--- src/rtl/mac8_commit_pkg.sv ---
// Shared types and default sizing for the mac8 result/commit path.
package mac8_commit_pkg;

    localparam int unsigned MAC8_DEPTH = 4;
    localparam int unsigned MAC8_ID_W  = 3;
    localparam int unsigned MAC8_ACC_W = 32;

    typedef enum logic {
        MAC8_INIT = 1'b0,
        MAC8_ACC  = 1'b1
    } mac8_op_e;

    typedef struct packed {
        logic [MAC8_ID_W-1:0]  id;
        logic [MAC8_ACC_W-1:0] value;
    } mac8_entry_t;

endpackage

--- src/rtl/mac8_pending_fifo.sv ---
// Ring of issued-but-uncommitted entries. Pointers carry a wrap bit so that
// full and empty are distinguishable without a separate counter.
module mac8_pending_fifo #(
    parameter int unsigned DEPTH = 4,
    parameter int unsigned W     = 35
) (
    input  logic                     clk_i,
    input  logic                     rst_ni,
    input  logic                     push_i,
    input  logic                     pop_i,
    input  logic                     flush_i,
    input  logic [W-1:0]             data_i,
    output logic [W-1:0]             head_o,
    output logic [$clog2(DEPTH):0]   count_o,
    output logic                     full_o
);

    localparam int unsigned PW = $clog2(DEPTH);

    logic [W-1:0] mem_q [DEPTH];
    logic [PW:0]  wr_q, wr_d;
    logic [PW:0]  rd_q, rd_d;

    // Next pointer values; flush wins over push and pop.
    always_comb begin
        wr_d = wr_q;
        rd_d = rd_q;
        if (flush_i) begin
            wr_d = '0;
            rd_d = '0;
        end else begin
            if (push_i) begin
                wr_d = wr_q + (PW+1)'(1);
            end else begin
                wr_d = wr_q;
            end
            if (pop_i) begin
                rd_d = rd_q + (PW+1)'(1);
            end else begin
                rd_d = rd_q;
            end
        end
    end

    // Pointer and storage registers.
    always_ff @(posedge clk_i) begin
        if (!rst_ni) begin
            wr_q <= '0;
            rd_q <= '0;
            for (int i = 0; i < int'(DEPTH); i++) begin
                mem_q[i] <= '0;
            end
        end else begin
            wr_q <= wr_d;
            rd_q <= rd_d;
            if (push_i && !flush_i) begin
                mem_q[wr_q[PW-1:0]] <= data_i;
            end
        end
    end

    assign head_o  = mem_q[rd_q[PW-1:0]];
    assign count_o = wr_q - rd_q;
    assign full_o  = (wr_q[PW] != rd_q[PW]) && (wr_q[PW-1:0] == rd_q[PW-1:0]);

endmodule

--- src/rtl/mac8_acc_commit.sv ---
// mac8 result receiver: speculative accumulator forwarded to the FU,
// architectural accumulator updated on in-order commit, flush recovery.
module mac8_acc_commit
    import mac8_commit_pkg::*;
#(
    parameter int unsigned DEPTH         = MAC8_DEPTH,
    parameter int unsigned TRANS_ID_BITS = MAC8_ID_W,
    parameter int unsigned ACC_W         = MAC8_ACC_W
) (
    input  logic                       clk_i,
    input  logic                       rst_ni,
    input  logic                       flush_i,
    input  logic                       mac_valid_i,
    output logic                       mac_ready_o,
    input  logic                       mac_op_i,
    input  logic [ACC_W-1:0]           mac_operand_i,
    input  logic [TRANS_ID_BITS-1:0]   mac_trans_id_i,
    output logic [ACC_W-1:0]           acc_spec_o,
    output logic [ACC_W-1:0]           acc_arch_o,
    output logic                       wb_valid_o,
    output logic [TRANS_ID_BITS-1:0]   wb_trans_id_o,
    output logic [ACC_W-1:0]           wb_result_o,
    input  logic                       commit_valid_i,
    input  logic [TRANS_ID_BITS-1:0]   commit_id_i,
    output logic                       commit_err_o,
    output logic [$clog2(DEPTH):0]     count_o
);

    localparam int unsigned EW = TRANS_ID_BITS + ACC_W;

    logic                     full_s;
    logic [EW-1:0]            head_s;
    logic [TRANS_ID_BITS-1:0] head_id_s;
    logic [ACC_W-1:0]         head_val_s;
    logic                     accept_s;
    logic                     commit_ok_s;
    logic [ACC_W-1:0]         new_acc_s;
    logic [ACC_W-1:0]         arch_post_s;

    logic [ACC_W-1:0]         acc_spec_q, acc_spec_d;
    logic [ACC_W-1:0]         acc_arch_q, acc_arch_d;
    logic                     wb_valid_q, wb_valid_d;
    logic [TRANS_ID_BITS-1:0] wb_id_q, wb_id_d;
    logic [ACC_W-1:0]         wb_result_q, wb_result_d;
    logic                     commit_err_q, commit_err_d;

    assign head_id_s   = head_s[EW-1:ACC_W];
    assign head_val_s  = head_s[ACC_W-1:0];
    // A commit this cycle does not free a slot until next cycle.
    assign mac_ready_o = ~full_s & rst_ni;

    mac8_pending_fifo #(
        .DEPTH (DEPTH),
        .W     (EW)
    ) u_fifo (
        .clk_i   (clk_i),
        .rst_ni  (rst_ni),
        .push_i  (accept_s),
        .pop_i   (commit_ok_s),
        .flush_i (flush_i),
        .data_i  ({mac_trans_id_i, new_acc_s}),
        .head_o  (head_s),
        .count_o (count_o),
        .full_o  (full_s)
    );

    // Accept/commit decode, accumulator update and flush recovery.
    always_comb begin
        accept_s     = mac_valid_i & mac_ready_o & ~flush_i;
        commit_ok_s  = commit_valid_i && (count_o != '0) && (head_id_s == commit_id_i);
        new_acc_s    = (mac8_op_e'(mac_op_i) == MAC8_INIT) ? mac_operand_i
                                                           : acc_spec_q + mac_operand_i;
        arch_post_s  = commit_ok_s ? head_val_s : acc_arch_q;
        acc_arch_d   = arch_post_s;
        acc_spec_d   = acc_spec_q;
        wb_valid_d   = accept_s;
        wb_id_d      = wb_id_q;
        wb_result_d  = wb_result_q;
        commit_err_d = commit_valid_i & ~commit_ok_s;
        if (flush_i) begin
            acc_spec_d = arch_post_s;
        end else if (accept_s) begin
            acc_spec_d = new_acc_s;
        end else begin
            acc_spec_d = acc_spec_q;
        end
        if (accept_s) begin
            wb_id_d     = mac_trans_id_i;
            wb_result_d = new_acc_s;
        end else begin
            wb_id_d     = wb_id_q;
            wb_result_d = wb_result_q;
        end
    end

    // Accumulator and writeback registers.
    always_ff @(posedge clk_i) begin
        if (!rst_ni) begin
            acc_spec_q   <= '0;
            acc_arch_q   <= '0;
            wb_valid_q   <= 1'b0;
            wb_id_q      <= '0;
            wb_result_q  <= '0;
            commit_err_q <= 1'b0;
        end else begin
            acc_spec_q   <= acc_spec_d;
            acc_arch_q   <= acc_arch_d;
            wb_valid_q   <= wb_valid_d;
            wb_id_q      <= wb_id_d;
            wb_result_q  <= wb_result_d;
            commit_err_q <= commit_err_d;
        end
    end

    assign acc_spec_o    = acc_spec_q;
    assign acc_arch_o    = acc_arch_q;
    assign wb_valid_o    = wb_valid_q;
    assign wb_trans_id_o = wb_id_q;
    assign wb_result_o   = wb_result_q;
    assign commit_err_o  = commit_err_q;

endmodule

--- config.mk ---
export PLATFORM = sky130hd
export DESIGN_NAME = mac8_acc_commit
export DESIGN_NICKNAME = d
export VERILOG_FILES = /design/src/rtl/mac8_commit_pkg.sv /design/src/rtl/mac8_pending_fifo.sv /design/src/rtl/mac8_acc_commit.sv
export SDC_FILE = /design/constraint.sdc
export NUM_CORES = 1
export LEC_CHECK = 0
export CAP_MARGIN = 20
export CORE_ASPECT_RATIO = 0.75
export CORE_UTILIZATION = 40
export DETAILED_ROUTE_END_ITERATION = 8
export GPL_TIMING_DRIVEN = 0
export PLACE_DENSITY_LB_ADDON = 0.12
export SYNTH_ARGS = -nofsm -noshare
export SYNTH_HDL_FRONTEND = slang
export SYNTH_HIERARCHICAL = 1
export SYNTH_SLANG_ARGS = --single-unit
--- constraint.sdc ---
create_clock -name clk_i -period 6.05 [get_ports clk_i]
set_input_delay 1.815 -clock clk_i [delete_from_list [all_inputs] [get_ports clk_i]]
set_output_delay 1.815 -clock clk_i [all_outputs]
set_load 0.02 [all_outputs]
==> results.py <==
metrics = {
    "run_status": {
        "status": "complete, no violations",
    },
    "grt": {
        "first_global_vias": 9666,
        "grt_pass1_wl_um": 59400,
        "grt_max_degree": 36,
        "grt_usage_pct": 25.2,
        "overflow": 0,
        "antenna_found_initial": 0,
    },
    "critical_path": {
        "critPathMaxStageDelay_ns": 0.63,
        "worst_setup_path_start_kind": "input port",
        "cp_common_cell": "clkbuf_1",
        "crit_family": "buffers and inverters",
        "path_buf_inv": 8,
        "cp_cell_sequence": "clkdlybuf4s50_1 > inv_1 > nor2_1 > and2_1 > nand2b_1 > clkbuf_1 > inv_2 > buf_6 > nand4bb_1 > clkbuf_1 > clkbuf_1 > nand2_2 > buf_12",
        "path_max_fanout": 27,
        "crit_start": "rst_ni",
        "required_ns": 6.32,
        "end_kind": "flop",
        "worst_ep_arrival_time_ns": 5.82,
        "reg2reg_setup_slack_ns": 1.60,
        "r2r_start": "u_fifo/wr_q[0]",
        "crit_type": "in2reg",
        "cp_slowest_cell": "clkdlybuf4s50_1",
    },
    "final_layout": {
        "drive_gt1_share_pct": 11.6,
        "multi_input_area_um2": 5530,
        "final_util_pct": 50.3,
        "final_common_cell": "nor2_1",
        "diodes": 0,
        "syn2layout_area_growth_pct": 23.1,
        "design_area_um2": 15200,
        "regArea_um2": 6390,
        "final_cell_mix": "nor2_1, clkdlybuf4s50_1, edfxtp_1, dfxtp_1, nand2_1",
        "nets": 1413,
        "fillers": 2809,
    },
    "timing": {
        "tightest_slew_ns": 0.974,
        "finalHoldWorstSlack_ns": 0.457,
        "drv_slew": 0,
        "fmax_mhz": 180,
        "slew_headroom_pct": 35.1,
        "finalClockSkew_ns": 0.0122,
        "period_needed_ns": 5.56,
        "report.final.hold_viol_count": 0,
        "layout_setup_ws_ns": 0.494,
        "fin_crit_sh_pct": 91.8,
        "setup_viol": 0,
        "rsz0062_at_grt": "false",
    },
    "floorplanning": {
        "die-area_um2": 31700,
        "die_h_um": 154,
        "row_count": 55,
        "core_um2": 30300,
        "start_util_pct": 40.9,
        "io_pins": 149,
        "die_w_um": 205,
    },
    "logic_synthesis": {
        "synth.avg_cell_area_um2": 10.7,
        "yosysSeqAreaShare_pct": 51.6,
        "ys_ff_latch": 249,
        "synth_edf_count": 140,
        "synth_cell_type_count": 79,
        "synth_nets": 1236,
        "synth-async-reset-ratio_pct": 0,
        "synth_cells": 1155,
        "ys.warnings.count": 6,
        "ys.flop_type": "edfxtp_1",
        "syn-cell-area_um2": 12400,
    },
    "power_and_ir_drop": {
        "p_per_area_nw_per_um2": 257,
        "finalPower_uw": 3910,
        "ir_worst_vdd_v": 0.000211,
        "p_leak_uw": 0.00554,
    },
    "hold_path": {
        "hold_start": "wb_trans_id_o[1]",
        "hp-class": "reg2reg",
    },
    "routing": {
        "drt_iter0_drc": 900,
        "via_per_inst": 5.55,
        "vias": 9705,
        "drc_errors": 0,
        "ant_nets": 0,
        "dr.pass1.iters": 5,
        "routed_wl_um": 39300,
        "post_drt_wl_per_cell_um": 22.5,
    },
    "cts": {
        "postCtsHoldBufs": 0,
        "clk_latency_ns": 0.53,
        "clkTransAtPathRegs_ns": 0.06,
        "cts-buffers-inserted": 25,
        "clock_sinks": 249,
        "root_buffer": "clkbuf_16",
        "htreeDepth": 1,
        "cts_tree": "done",
        "cts_buffer_depth": 3,
    },
    "placed_design": {
        "placed_cell_area_um2": 14400,
        "hpwl_um": 29900,
        "gp_congestion": 0.935,
        "port_buffers": 147,
        "place_worst_setup_slack_ns": -0.665,
    },
    "run": {
        "drv_cap": 0,
    },
}
cell usage after synthesis, drive strengths merged, types with 5 or more instances:
cell | number | area [um^2]
o31ai | 5 | 37.5
a211oi | 21 | 158
dfxtp | 109 | 2180
buf | 27 | 178
a211o | 8 | 70.1
clkbuf | 48 | 181
nor3 | 14 | 80.1
edfxtp | 140 | 4200
a21oi | 72 | 372
inv | 37 | 139
o21bai | 5 | 37.5
nand2 | 99 | 374
nor2 | 243 | 1040
o21ai | 48 | 244
a21o | 16 | 120
nand3 | 5 | 25.0
xnor2 | 18 | 158
xor2 | 11 | 96.3
mux2i | 48 | 480
nand4b | 6 | 52.6
mux4 | 35 | 788
ha | 35 | 438
mux2 | 5 | 60.1
o21a | 5 | 37.5
o32ai | 5 | 43.8
o211ai | 10 | 75.1
nand2b | 11 | 68.8
state kept, by name, summed over array words and instances, names as in the netlist, 3 cells and up, named ones only:
| register | cells |
|---|---|
| u_fifo/mem_q | 140 |
| acc_arch_o | 32 |
| acc_spec_o | 32 |
| wb_result_o | 32 |
| u_fifo/rd_q | 3 |
| u_fifo/wr_q | 3 |
| wb_trans_id_o | 3 |
stage by stage:
step / std cells / setup TNS (ns)
floorplan: 1155 / 0
global placement: 1701 / -181.88
detailed placement: 1705 / -41.99
CTS: 1750 / 0
global route: 1749 / 0
finish: 1749 / 0
path summary, 6_finish.rpt:
path,end,cells after the start
max,u_fifo/mem_q[1][7],13
min,wb_trans_id_o[1],2
max reg2reg,u_fifo/mem_q[1][7],15
min reg2reg,wb_trans_id_o[1],2
cell type report:
type,count,area share [%]
inverters,37,0.912
repair buffers,151,10.1
flip-flops and latches,249,41.9
clock buffers,27,4.16
well taps,399,3.28
plain buffers,74,2.33
clock inverters,18,1.00
multi-input cells,794,36.3
cells by family (layout without fill, tap and decap cells):
group           Yosys count  in the layout  share of synthesized area [%]
buf+inv                 112            307                           4.02
compound gates          234            234                           12.8
xor+xnor                 29             29                           2.05
fa+ha+maj                37             37                           3.86
simple gates            406            406                           15.0
flops                   249            249                           51.6
mux                      88             88                           10.7
worst register-to-register path, delay by kind of cell (launching register included):
kind / cells / cell delay, ns
buffers and inverters: 7 / 2.31
and+or+nand+nor: 7 / 1.14
DFF: 1 / 0.44
adders and majority gates: 1 / 0.30
power by group:
group | switching (uW) | internal [uW] | total [uW]
Clock | 677 | 848 | 1520
Sequential | 32.0 | 1840 | 1880
Combinational | 318 | 192 | 510
Total | 1030 | 2880 | 3910
repair_timing:
item,4_1_cts,5_1_grt
gates cloned,0,0
setup buffers,0,0
pin swaps,0,0
gates resized for setup,1,0
endpoints found under the setup margin,35,27
per-layer routing:
metal  GRT usage [%]  up-vias  wire [um]
met1            37.4     4773      18400
met5               0        -          0
met4            5.04        0        710
met3            4.51       46       2810
li1                -     4510          -
met2            38.4      376      17400
(Power assumes the default switching activity.)
